$ cat config.mk
export PLATFORM = sky130hd
export DESIGN_NAME = m_cache_refill
export DESIGN_NICKNAME = d
export VERILOG_FILES = /design/src/rtl/m_cache_refill.sv
export SDC_FILE = /design/constraint.sdc
export NUM_CORES = 1
export LEC_CHECK = 0
export ABC_AREA = 1
export CORE_MARGIN = 1.5
export CORE_UTILIZATION = 40
export DETAILED_ROUTE_END_ITERATION = 10
export GPL_TIMING_DRIVEN = 1
export PLACE_DENSITY = 0.74
export SYNTH_ARGS = -nofsm -noshare
export SYNTH_HDL_FRONTEND = slang
export SYNTH_SLANG_ARGS = --single-unit
$ cat constraint.sdc
create_clock -name i_clk -period 2.5 [get_ports i_clk]
set_clock_uncertainty 0.2 [all_clocks]
set_input_delay 0.75 -clock i_clk [delete_from_list [all_inputs] [get_ports i_clk]]
set_output_delay 0.75 -clock i_clk [all_outputs]
set_load 0.01 [all_outputs]
$ cat src/rtl/m_cache_refill.sv
`default_nettype none
// ============================================================================
// Module   : m_cache_refill
// Purpose  : Critical-word-first 4-beat line refill engine with early word
//            forwarding and a single-cycle install into a direct-mapped cache.
// Revision : 1.0
// ============================================================================
module m_cache_refill #(
  parameter int ADDR_WIDTH = 32
) (
  input  logic                  i_clk,
  input  logic                  i_rst_n,
  input  logic                  i_miss,
  input  logic [ADDR_WIDTH-1:0] i_miss_addr,
  output logic                  o_miss_ready,
  output logic                  o_mem_req,
  output logic [ADDR_WIDTH-1:0] o_mem_addr,
  input  logic                  i_mem_gnt,
  input  logic                  i_mem_rvalid,
  input  logic [31:0]           i_mem_rdata,
  output logic                  o_crit_valid,
  output logic [31:0]           o_crit_data,
  input  logic                  i_hold,
  output logic                  o_ie,
  output logic [ADDR_WIDTH-1:0] o_iaddr,
  output logic [127:0]          o_idata,
  output logic                  o_busy
);

  localparam int c_line_w = ADDR_WIDTH - 4;

  typedef enum logic [1:0] {
    S_IDLE    = 2'd0,
    S_REQ     = 2'd1,
    S_FILL    = 2'd2,
    S_INSTALL = 2'd3
  } state_t;

  state_t              r_state;
  state_t              w_state_nxt;
  logic [c_line_w-1:0] r_line;
  logic [1:0]          r_w0;
  logic [1:0]          r_cnt;
  logic [127:0]        r_buf;
  logic [31:0]         r_crit_data;
  logic                r_crit_valid;
  logic                w_accept;
  logic                w_beat;
  logic [1:0]          w_slot;
  logic                w_unused;

  // Byte offset within the word carries no information for a word refill.
  assign w_unused = ^i_miss_addr[1:0];

  // Slot index wraps naturally in two bits, giving critical-word-first order.
  assign w_slot = r_w0 + r_cnt;

  always_comb begin
    w_state_nxt  = r_state;
    w_accept     = 1'b0;
    w_beat       = 1'b0;
    o_ie         = 1'b0;
    o_miss_ready = 1'b0;
    o_mem_req    = 1'b0;
    case (r_state)
      S_IDLE: begin
        o_miss_ready = 1'b1;
        if (i_miss) begin
          w_accept    = 1'b1;
          w_state_nxt = S_REQ;
        end
      end
      S_REQ: begin
        o_mem_req = 1'b1;
        if (i_mem_gnt) w_state_nxt = S_FILL;
      end
      S_FILL: begin
        if (i_mem_rvalid) begin
          w_beat = 1'b1;
          if (r_cnt == 2'd3) w_state_nxt = S_INSTALL;
        end
      end
      S_INSTALL: begin
        o_ie = !i_hold;
        if (!i_hold) w_state_nxt = S_IDLE;
      end
      default: w_state_nxt = S_IDLE;
    endcase
  end

  always_ff @(posedge i_clk or negedge i_rst_n) begin
    if (!i_rst_n) begin
      r_state      <= S_IDLE;
      r_line       <= '0;
      r_w0         <= 2'd0;
      r_cnt        <= 2'd0;
      r_buf        <= '0;
      r_crit_data  <= 32'd0;
      r_crit_valid <= 1'b0;
    end else begin
      r_state      <= w_state_nxt;
      r_crit_valid <= w_beat && (r_cnt == 2'd0);
      if (w_accept) begin
        r_line <= i_miss_addr[ADDR_WIDTH-1:4];
        r_w0   <= i_miss_addr[3:2];
      end
      if (r_state == S_REQ && i_mem_gnt) r_cnt <= 2'd0;
      if (w_beat) begin
        r_buf[{w_slot, 5'b0} +: 32] <= i_mem_rdata;
        r_cnt                       <= r_cnt + 2'd1;
        if (r_cnt == 2'd0) r_crit_data <= i_mem_rdata;
      end
    end
  end

  assign o_mem_addr   = {r_line, r_w0, 2'b00};
  assign o_iaddr      = {r_line, 4'b0000};
  assign o_idata      = r_buf;
  assign o_crit_data  = r_crit_data;
  assign o_crit_valid = r_crit_valid;
  assign o_busy       = (r_state != S_IDLE);

endmodule
`default_nettype wire

==> flow_summary.ini <==
[status]
status = finished, final reports clean

[placement]
placed_cells = 1465
port_buffers = 290
gp_congestion = 0.888
dp.final_hpwl_um = 18200

[synth]
ys_seq_area_frac = 0.568
synth_xor_area_frac = 0
synth_cell_types = 23
synth_seq_cells = 195
synth-adder-area-share = 0.0146
synth-simple-area-share = 0.233
synthCells = 964
synth_top_area_frac = 0.568
synth_top_family_by_area = simple AND/OR/NAND/NOR gates
yosys.area.top_type = dfrtp_1
synth_area_sq_mm = 0.00859
synth.avg_cell_area_sq_um = 8.91
synth_compound_area_frac = 0.0588
ys_top_cells_by_area = dfrtp_1 (57%), nand2_1 (12%), nand3_1 (5.9%), o21ai_0 (4.5%), nor2_1 (4.3%)
yosysWarningCount = 0
synthMuxAreaShare = 0.0380

[final_layout]
final_nets = 1289
final_cells = 1497
n_antenna_cell = 0
mostFrequentLayoutCells = clkdlybuf4s50_1 (285), nand2_1 (275), dfrtp_1 (195), nand3_1 (101), nor2_1 (97)
fillers = 1839
post_route_cells_drive_above_1_share = 0.0859
fin_util = 0.583
ff_latch_area_sq_mm = 0.00488
area_growth_pct = 42.5
layout_commonest_cell = clkdlybuf4s50_1
multiInputGateArea_sq_mm = 0.00300

[grt]
grt_usage = 0.233
overflow = 0
grt_pass1_vias = 7350
met3_usage = 0.0790
grt_pass1_wl_um = 40300
met1_usage = 0.289
top_usage_layer = met2
grt_max_degree = 65
use_met2 = 0.385
antenna_found_initial = 0

[route]
wl_per_cell_um = 17.1
vias = 7548
postRouteAntennaNets = 0
drtIter0Drc = 494
first_pass_iters = 8
avgViaCountPerCell = 5.04
drc = 0
wl_um = 25600

[setup_path]
critical_path.cell_chain = inv_1 > ha_1 > clkdlybuf4s15_1
path_class = reg -> out
cp_slowest_cell = dfrtp_1
cp.arrival_ns = 1.48
critPathMaxFanout = 4
slowest_delay_ns = 0.42
worstSetupEndpointType = output port
startpoint_type = flop
timing.rr.end = o_idata[109]
worstReg2RegStart = r_cnt[0]
crit_family = flip-flops
r2r_slack_ns = 0.17
cp.required_ns = 1.55
critPathBufInv = 2
reg2reg_depth = 9

[cts]
numCtsBuffers = 17
clk_pin_slew_ns = 0.07
htree_levels = 4
cts_hold_buf = 0
cts_buffer_depth = 2
cts_sinks = 195
cts_tree = done
cts_root_buffer = clkbuf_16
clk_latency_ns = 0.42

[floorplanning]
dieWidth_um = 150
die-area_sq_mm = 0.0224
start_util = 0.409
rows = 53
die_h_um = 150
design.core.area_sq_mm = 0.0210
io_pins = 299

[sta]
fmax_mhz = 411
setup_viol = 0
fin_crit_ns = 2.43
drv_slew = 0
slew_headroom = 0.525
hold_viol_final = 0
worst_pin_slew_ns = 0.712
period_share = 0.973

[job]
maxCapViolCount = 0

[power]
p_per_area_mw_per_mm2 = 1260
ir_drop_mv = 0.755
leakage_nw = 5.91

[min_path]
hold_class = in -> async
kinds of logic after synthesis:
logic type | Yosys count
flops | 195
buf+inv | 143
compound gates | 101
simple gates | 485
other cells | 1
fa+ha+maj | 10
mux | 29
worst reg2reg max path, stage by stage (launching register included):
cell	delay, ns
dfrtp_1	0.41
ha_1	0.43
inv_2	0.10
ha_1	0.24
buf_4	0.22
nor2_1	0.24
nand2_1	0.12
nor2_1	0.10
nand3_1	0.08
nand2_1	0.11
area by class of cell:
type / instances / area share
multi-input combinational: 631 / 0.245
sequential: 195 / 0.398
clock buffer: 17 / 0.0347
timing repair buffer: 316 / 0.263
tap: 275 / 0.0281
clock inverter: 15 / 0.0158
inverter: 48 / 0.0149
synth_stat cells (all sizes together):
| master | number |
|---|---|
| nand2 | 279 |
| dfrtp | 195 |
| nand3 | 103 |
| nor2 | 102 |
| o21ai | 100 |
| buf | 78 |
| inv | 47 |
| mux2 | 29 |
| clkbuf | 17 |
| ha | 10 |
| a21oi | 1 |
| clkinv | 1 |
| conb | 1 |
| nand4 | 1 |
power by group:
group,switching (mW),internal [mW]
registers,0.659,4.17
clock network,1.30,1.60
logic,4.31,3.45
total,6.26,9.22
how the worst max path moves through the flow:
stage / start / to / depth (start not counted)
after global placement: i_hold / o_ie / 3
after global routing: r_state[1] / o_mem_req / 3
after detailed placement: i_hold / o_ie / 3
final: r_state[1] / o_mem_req / 3
after floorplan: r_w0[0] / o_idata[76] / 12
after CTS: r_state[0] / o_busy / 4
repair_timing:
| action | CTS | global route |
|---|---|---|
| buffers inserted | 0 | 0 |
| resized for setup | 9 | 4 |
| pin swaps | 0 | 0 |
| endpoints found under the setup margin | 4 | 3 |
routing by layer:
| metal | share of wire | vias up |
|---|---|---|
| li1 | - | 3517 |
| met1 | 0.40 | 3657 |
| met2 | 0.49 | 337 |
| met3 | 0.096 | 37 |
| met4 | 0.020 | 0 |
| met5 | 0 | - |
flip-flops by register name, summed over array words and instances, names as in the netlist:
signal	count
o_crit_data	32
r_line	28
r_w0	2
r_state	2
r_cnt	2
o_crit_valid	1
o_idata	128
per-stage QoR:
stage          setup TNS, ns  area (sq um)  hold WS, ns  total power [mW]  setup WS, ns
2_1_floorplan              0          8610        0.254              9.04         0.192
3_3_place_gp          -0.328         11600        0.253              12.4        -0.328
3_5_place_dp          -0.355         11600        0.257              12.6        -0.355
4_1_cts                    0         12200       0.0358              15.5        0.0254
5_1_grt             -0.00158         12200       0.0333              16.5      -0.00158
6_report                   0         12200       0.0408              15.5        0.0664
Power figures use the tool's default switching activity.
